<file path="config.mk">
export PLATFORM = sky130hd
export DESIGN_NAME = bnn_inference_ctrl
export DESIGN_NICKNAME = d
export VERILOG_FILES = /design/src/rtl/bnn_ctrl_pkg.sv /design/src/rtl/bnn_ctrl_timer.sv /design/src/rtl/bnn_inference_ctrl.sv
export SDC_FILE = /design/constraint.sdc
export NUM_CORES = 1
export LEC_CHECK = 0
export ABC_AREA = 1
export BUFFER_PORTS_ARGS = -buffer_cell sky130_fd_sc_hd__buf_2
export CAP_MARGIN = 20
export CORE_UTILIZATION = 25
export CTS_CLUSTER_SIZE = 24
export DETAILED_ROUTE_END_ITERATION = 10
export PLACE_DENSITY = 0.45
export SLEW_MARGIN = 5
export SYNTH_ARGS = -nofsm -noshare
export SYNTH_HDL_FRONTEND = slang
export SYNTH_SLANG_ARGS = --single-unit
</file>
<file path="constraint.sdc">
create_clock -name clk -period 4.4 [get_ports clk]
set_input_delay 0.22 -clock clk [delete_from_list [all_inputs] [get_ports clk]]
set_output_delay 0.22 -clock clk [all_outputs]
set_load 0.01 [all_outputs]
</file>
<file path="src/rtl/bnn_ctrl_pkg.sv">
// Shared types and default constants for the BNN inference sequencer.
// Imported by the sequencer top and its timer sub-module.
package bnn_ctrl_pkg;

    typedef enum logic [2:0] {
        ST_IDLE     = 3'd0,
        ST_WAIT_IMG = 3'd1,
        ST_RUN      = 3'd2,
        ST_CLEAR    = 3'd3,
        ST_DONE     = 3'd4
    } ctrl_state_t;

    localparam logic [3:0]  ERR_DIGIT          = 4'hF;
    localparam int unsigned DEF_TIMEOUT_CYCLES = 32'd65536;
    localparam int unsigned DEF_CLEAR_CYCLES   = 32'd8;
    localparam int unsigned DEF_TMR_W          = 32'd20;

endpackage

</file>
<file path="src/rtl/bnn_ctrl_timer.sv">
// Up-counter with synchronous clear-to-zero, count enable and a terminal-count flag.
// The flag fires only while counting, so it marks the last cycle of a timed phase.
module bnn_ctrl_timer #(
    parameter int unsigned W = 32'd20
) (
    input  logic         clk,
    input  logic         rst_n,
    input  logic         clr_i,
    input  logic         en_i,
    input  logic [W-1:0] term_i,
    output logic         tc_o
);

    logic [W-1:0] cnt_q;
    logic [W-1:0] cnt_d;

    // next count: clear wins over enable
    always_comb begin
        cnt_d = cnt_q;
        if (clr_i) begin
            cnt_d = '0;
        end else if (en_i) begin
            cnt_d = cnt_q + {{(W-1){1'b0}}, 1'b1};
        end else begin
            cnt_d = cnt_q;
        end
    end

    // count register
    always_ff @(posedge clk or negedge rst_n) begin
        if (!rst_n) begin
            cnt_q <= '0;
        end else begin
            cnt_q <= cnt_d;
        end
    end

    assign tc_o = en_i && (cnt_q == term_i);

endmodule

</file>
<file path="src/rtl/bnn_inference_ctrl.sv">
// Sequencer for one BNN inference per host request: waits for a buffered image, runs the
// wrapper with a timeout, flushes its result pipeline with a clear pulse, then hands the result over.
module bnn_inference_ctrl
    import bnn_ctrl_pkg::*;
#(
    parameter int unsigned TIMEOUT_CYCLES = DEF_TIMEOUT_CYCLES,
    parameter int unsigned CLEAR_CYCLES   = DEF_CLEAR_CYCLES,
    parameter int unsigned TMR_W          = DEF_TMR_W
) (
    input  logic       clk,
    input  logic       rst_n,
    input  logic       start_req,
    input  logic       abort_req,
    input  logic       img_buffer_full,
    output logic       img_consumed,
    output logic       bnn_enable,
    output logic       bnn_clear,
    input  logic       bnn_result_ready,
    input  logic [3:0] bnn_result,
    output logic       result_valid,
    output logic [3:0] result_digit,
    output logic       result_err,
    input  logic       result_ack,
    output logic       busy,
    output logic [7:0] infer_count
);

    localparam logic [TMR_W-1:0] RUN_TERM   = TMR_W'(TIMEOUT_CYCLES - 32'd1);
    localparam logic [TMR_W-1:0] CLEAR_TERM = TMR_W'(CLEAR_CYCLES - 32'd1);

    ctrl_state_t state_q, state_d;
    logic [3:0]  digit_q, digit_d;
    logic        err_q, err_d;
    logic [7:0]  count_q, count_d;
    logic        enable_q, clear_q, consumed_q, valid_q, busy_q;
    logic        run_tc_s, clr_tc_s;

    // Each timer is held at zero outside its own state, so it restarts on every entry.
    bnn_ctrl_timer #(.W(TMR_W)) u_run_timer (
        .clk    (clk),
        .rst_n  (rst_n),
        .clr_i  (state_q != ST_RUN),
        .en_i   (state_q == ST_RUN),
        .term_i (RUN_TERM),
        .tc_o   (run_tc_s)
    );

    bnn_ctrl_timer #(.W(TMR_W)) u_clear_timer (
        .clk    (clk),
        .rst_n  (rst_n),
        .clr_i  (state_q != ST_CLEAR),
        .en_i   (state_q == ST_CLEAR),
        .term_i (CLEAR_TERM),
        .tc_o   (clr_tc_s)
    );

    // next state and result capture; a ready result beats abort, abort beats timeout
    always_comb begin
        state_d = state_q;
        digit_d = digit_q;
        err_d   = err_q;
        count_d = count_q;
        case (state_q)
            ST_IDLE: begin
                if (start_req) begin
                    if (img_buffer_full) begin
                        state_d = ST_RUN;
                    end else begin
                        state_d = ST_WAIT_IMG;
                    end
                end else begin
                    state_d = ST_IDLE;
                end
            end
            ST_WAIT_IMG: begin
                if (img_buffer_full) begin
                    state_d = ST_RUN;
                end else if (abort_req) begin
                    state_d = ST_DONE;
                    digit_d = ERR_DIGIT;
                    err_d   = 1'b1;
                end else begin
                    state_d = ST_WAIT_IMG;
                end
            end
            ST_RUN: begin
                if (bnn_result_ready) begin
                    state_d = ST_CLEAR;
                    digit_d = bnn_result;
                    err_d   = 1'b0;
                    count_d = count_q + 8'd1;
                end else if (abort_req || run_tc_s) begin
                    state_d = ST_CLEAR;
                    digit_d = ERR_DIGIT;
                    err_d   = 1'b1;
                end else begin
                    state_d = ST_RUN;
                end
            end
            ST_CLEAR: begin
                if (clr_tc_s) begin
                    state_d = ST_DONE;
                end else begin
                    state_d = ST_CLEAR;
                end
            end
            ST_DONE: begin
                if (result_ack || abort_req) begin
                    state_d = ST_IDLE;
                end else begin
                    state_d = ST_DONE;
                end
            end
            default: begin
                state_d = ST_IDLE;
            end
        endcase
    end

    // state, captured result and outputs decoded from the next state so they line up with it
    always_ff @(posedge clk or negedge rst_n) begin
        if (!rst_n) begin
            state_q    <= ST_IDLE;
            digit_q    <= 4'h0;
            err_q      <= 1'b0;
            count_q    <= 8'd0;
            enable_q   <= 1'b0;
            clear_q    <= 1'b0;
            consumed_q <= 1'b0;
            valid_q    <= 1'b0;
            busy_q     <= 1'b0;
        end else begin
            state_q    <= state_d;
            digit_q    <= digit_d;
            err_q      <= err_d;
            count_q    <= count_d;
            enable_q   <= (state_d == ST_RUN);
            clear_q    <= (state_d == ST_CLEAR);
            consumed_q <= (state_d == ST_CLEAR) && (state_q != ST_CLEAR);
            valid_q    <= (state_d == ST_DONE);
            busy_q     <= (state_d != ST_IDLE);
        end
    end

    assign img_consumed = consumed_q;
    assign bnn_enable   = enable_q;
    assign bnn_clear    = clear_q;
    assign result_valid = valid_q;
    assign result_digit = digit_q;
    assign result_err   = err_q;
    assign busy         = busy_q;
    assign infer_count  = count_q;

endmodule

</file>
==> results.yml <==
global_route:
  grt_max_degree: 62
  grt.overflow.total: 0
  grt_usage_pct: 12.0
  antenna_found_initial: 0
  grt_pass1_vias: 2598
  grt_pass1_wl_um: 12300
floorplanning:
  die_w_um: 115
  ios: 29
  fp-row-count: 40
  die_h_um: 115
  core_mm2: 0.0122
  design.die.area_mm2: 0.0131
  start_util_pct: 26.0
clocking:
  clkSlewWorstSetupHoldPaths_ns: 0.05
  cts_sinks: 61
  clk-insertion-delay-late_ns: 0.33
  cts_tree: "built"
  numCtsBuffers: 9
  htree_levels: 3
  cts-resized-gates: 0
  cts_buffer_depth: 2
  cts_hold_buf: 0
  root_buffer: "clkbuf_16"
  cts_setup_buffers: 0
synthesis:
  syn_area_mm2: 0.00317
  async_flop_share_pct: 100
  synth_common_cells: "nand2_1 (89), nor2_1 (71), dfrtp_1 (61), inv_1 (58), nand3_1 (28)"
  synth_area_per_cell_um2: 7.67
  ys_seq_elements: 61
  synth_cells: 413
  synth_area_leaders: "dfrtp_1 (48%), nand2_1 (11%), nor2_1 (8.4%)"
  synth_cell_type_count: 28
  yosysMostFrequentCell: "nand2_1"
  synth_warnings: 0
  ys_seq_area_share_pct: 48.2
  synth_ff_type: "dfrtp_1"
  yosysTopAreaCell: "dfrtp_1"
  synth_edf_count: 0
  synth_nets: 427
  netlist.area_leader.share_pct: 48.2
placed_design:
  place_congestion: 0.813
  io_buffers: 28
  place_hpwl_um: 5000
cells_and_area:
  multi_input_area_mm2: 0.00140
  regArea_mm2: 0.00153
  nFillCells: 1312
  drive_above_1_share_pct: 13.2
  synthToLayoutAreaGrowth_pct: 20.1
  antenna_cells: 0
  nNetsFinal: 464
run_status:
  outcome: "complete, no violations"
routing:
  drt-total-wl_um: 6940
  drt_iter0_drc: 109
  drc_errors: 0
  vias_per_cell: 4.25
  wl_per_cell_um: 11.1
  num_vias: 2647
  dr.pass1.iters: 4
  ant_nets: 0
setup_path:
  crit_family: "simple AND/OR/NAND/NOR gates"
  cp.required_ns: 4.65
  cpMostUsedCell: "a21oi_1"
  cpMaxStageDelayCell: "nor3_4"
  worst-setup-path-type: "flip-flop to flip-flop"
  arrival_ns: 2.21
  slowest_delay_ns: 0.66
  cp_max_fo: 17
  crit_chain: "nor3_4 > inv_1 > o21ai_0 > a21oi_1 > a21oi_1"
  start_kind: "flip-flop"
  cp-end-kind: "flip-flop"
  cp_num_buf_inv: 1
timing:
  rsz0062_at_grt: "false"
  clock.fmax_ghz: 0.510
  fin_setup_tns_ns: 0
  relSlewSlack_pct: 47.5
  period_minus_slack_ns: 1.96
  worst_pin_slew_ns: 0.787
  period_share_pct: 44.6
  slew_violations: 0
  finalSetupViolCount: 0
  worst_clock_skew_ns: 0.00696
  finalHoldViolCount: 0
worst_hold_path:
  hp-class: "input port to async pin"
pwr:
  p_total_w: 0.00191
  p_leak_nw: 1.81
  ir_drop_mv: 0.279
  p_per_area_mw_per_mm2: 501
flow_run:
  drv_cap: 0
## area by class of cell
| type | count | area share, % |
|---|---|---|
| Clock buffer | 11 | 6.38 |
| Clock inverter | 5 | 1.32 |
| Tap cell | 168 | 5.53 |
| Inverter | 60 | 5.92 |
| Multi-Input combinational cell | 289 | 36.8 |
| Sequential cell | 61 | 40.1 |
| Timing Repair Buffer | 29 | 3.88 |
## flip-flops by register name, summed over array words and instances (netlist names)
name                 cells
bnn_clear                1
bnn_enable               1
busy                     1
img_consumed             1
infer_count              8
result_digit             4
result_err               1
result_valid             1
state_q                  3
u_clear_timer.cnt_q     20
u_run_timer.cnt_q       20
## power by group
group          switching (W)  internal [W]
clock network       0.000244      0.000449
logic               0.000318      0.000162
registers          0.0000729      0.000660
total               0.000635       0.00127
## logic make-up (layout without fill, tap and decap cells)
logic type / Yosys count / count (layout) / share of synthesized area, %
buffers and inverters: 63 / 105 / 7.55
AO/OA/AOI/OAI: 44 / 44 / 7.19
XOR/XNOR: 13 / 13 / 3.60
AND/OR/NAND/NOR: 229 / 229 / 32.3
flip-flops: 61 / 61 / 48.2
adder cells (fa/ha/maj): 3 / 3 / 1.19
## cell usage in the layout (no fill, tap or decap), drive strengths merged, types with 2 or more instances in the layout
cell and count:
a21oi 22, buf 29, clkbuf 11, clkinv 5, dfrtp 61, ha 3
inv 59, nand2 94, nand3 28, nand3b 2, nand4 11, nor2 74
nor3 16, o21ai 19, or2 4, xnor2 3, xor2 10
## routing by layer
layer / vias to the layer above / GRT usage [%] / share of wire [%]
met2: 39 / 17.7 / 42
met3: 10 / 2.59 / 3.2
li1: 1385 / - / -
met1: 1213 / 16.8 / 53
met4: 0 / 5.19 / 1.8
met5: - / 0 / 0
## final timing paths
path,from,to,slack [ns],cells after the start
worst min-delay path,rst_n,u_clear_timer.cnt_q[12],0.03,2
worst max register to register,state_q[2],bnn_clear,2.44,5
max in group asynchronous,rst_n,u_clear_timer.cnt_q[13],3.82,2
worst min register to register,u_run_timer.cnt_q[0],u_run_timer.cnt_q[0],0.45,1
min in group clk,bnn_result[0],result_digit[0],0.18,4
worst max-delay path,state_q[2],bnn_clear,2.44,5
## stage by stage
| stage | hold WS [ns] | cell area [um2] | instances | setup slack (ns) | util (%) |
|---|---|---|---|---|---|
| after floorplan | -0.0756 | 3170 | 413 | 2.88 | - |
| after global placement | 0.446 | 3510 | 607 | 2.46 | 28.9 |
| after detailed placement | 0.447 | 3510 | 607 | 2.46 | 28.9 |
| after CTS | 0.0919 | 3800 | 623 | 2.43 | 31.3 |
| after global routing | 0.116 | 3800 | 623 | 2.25 | 31.3 |
| final | 0.0314 | 3800 | 623 | 2.44 | 31.3 |
Note: power is estimated with default switching activity, not from simulation.
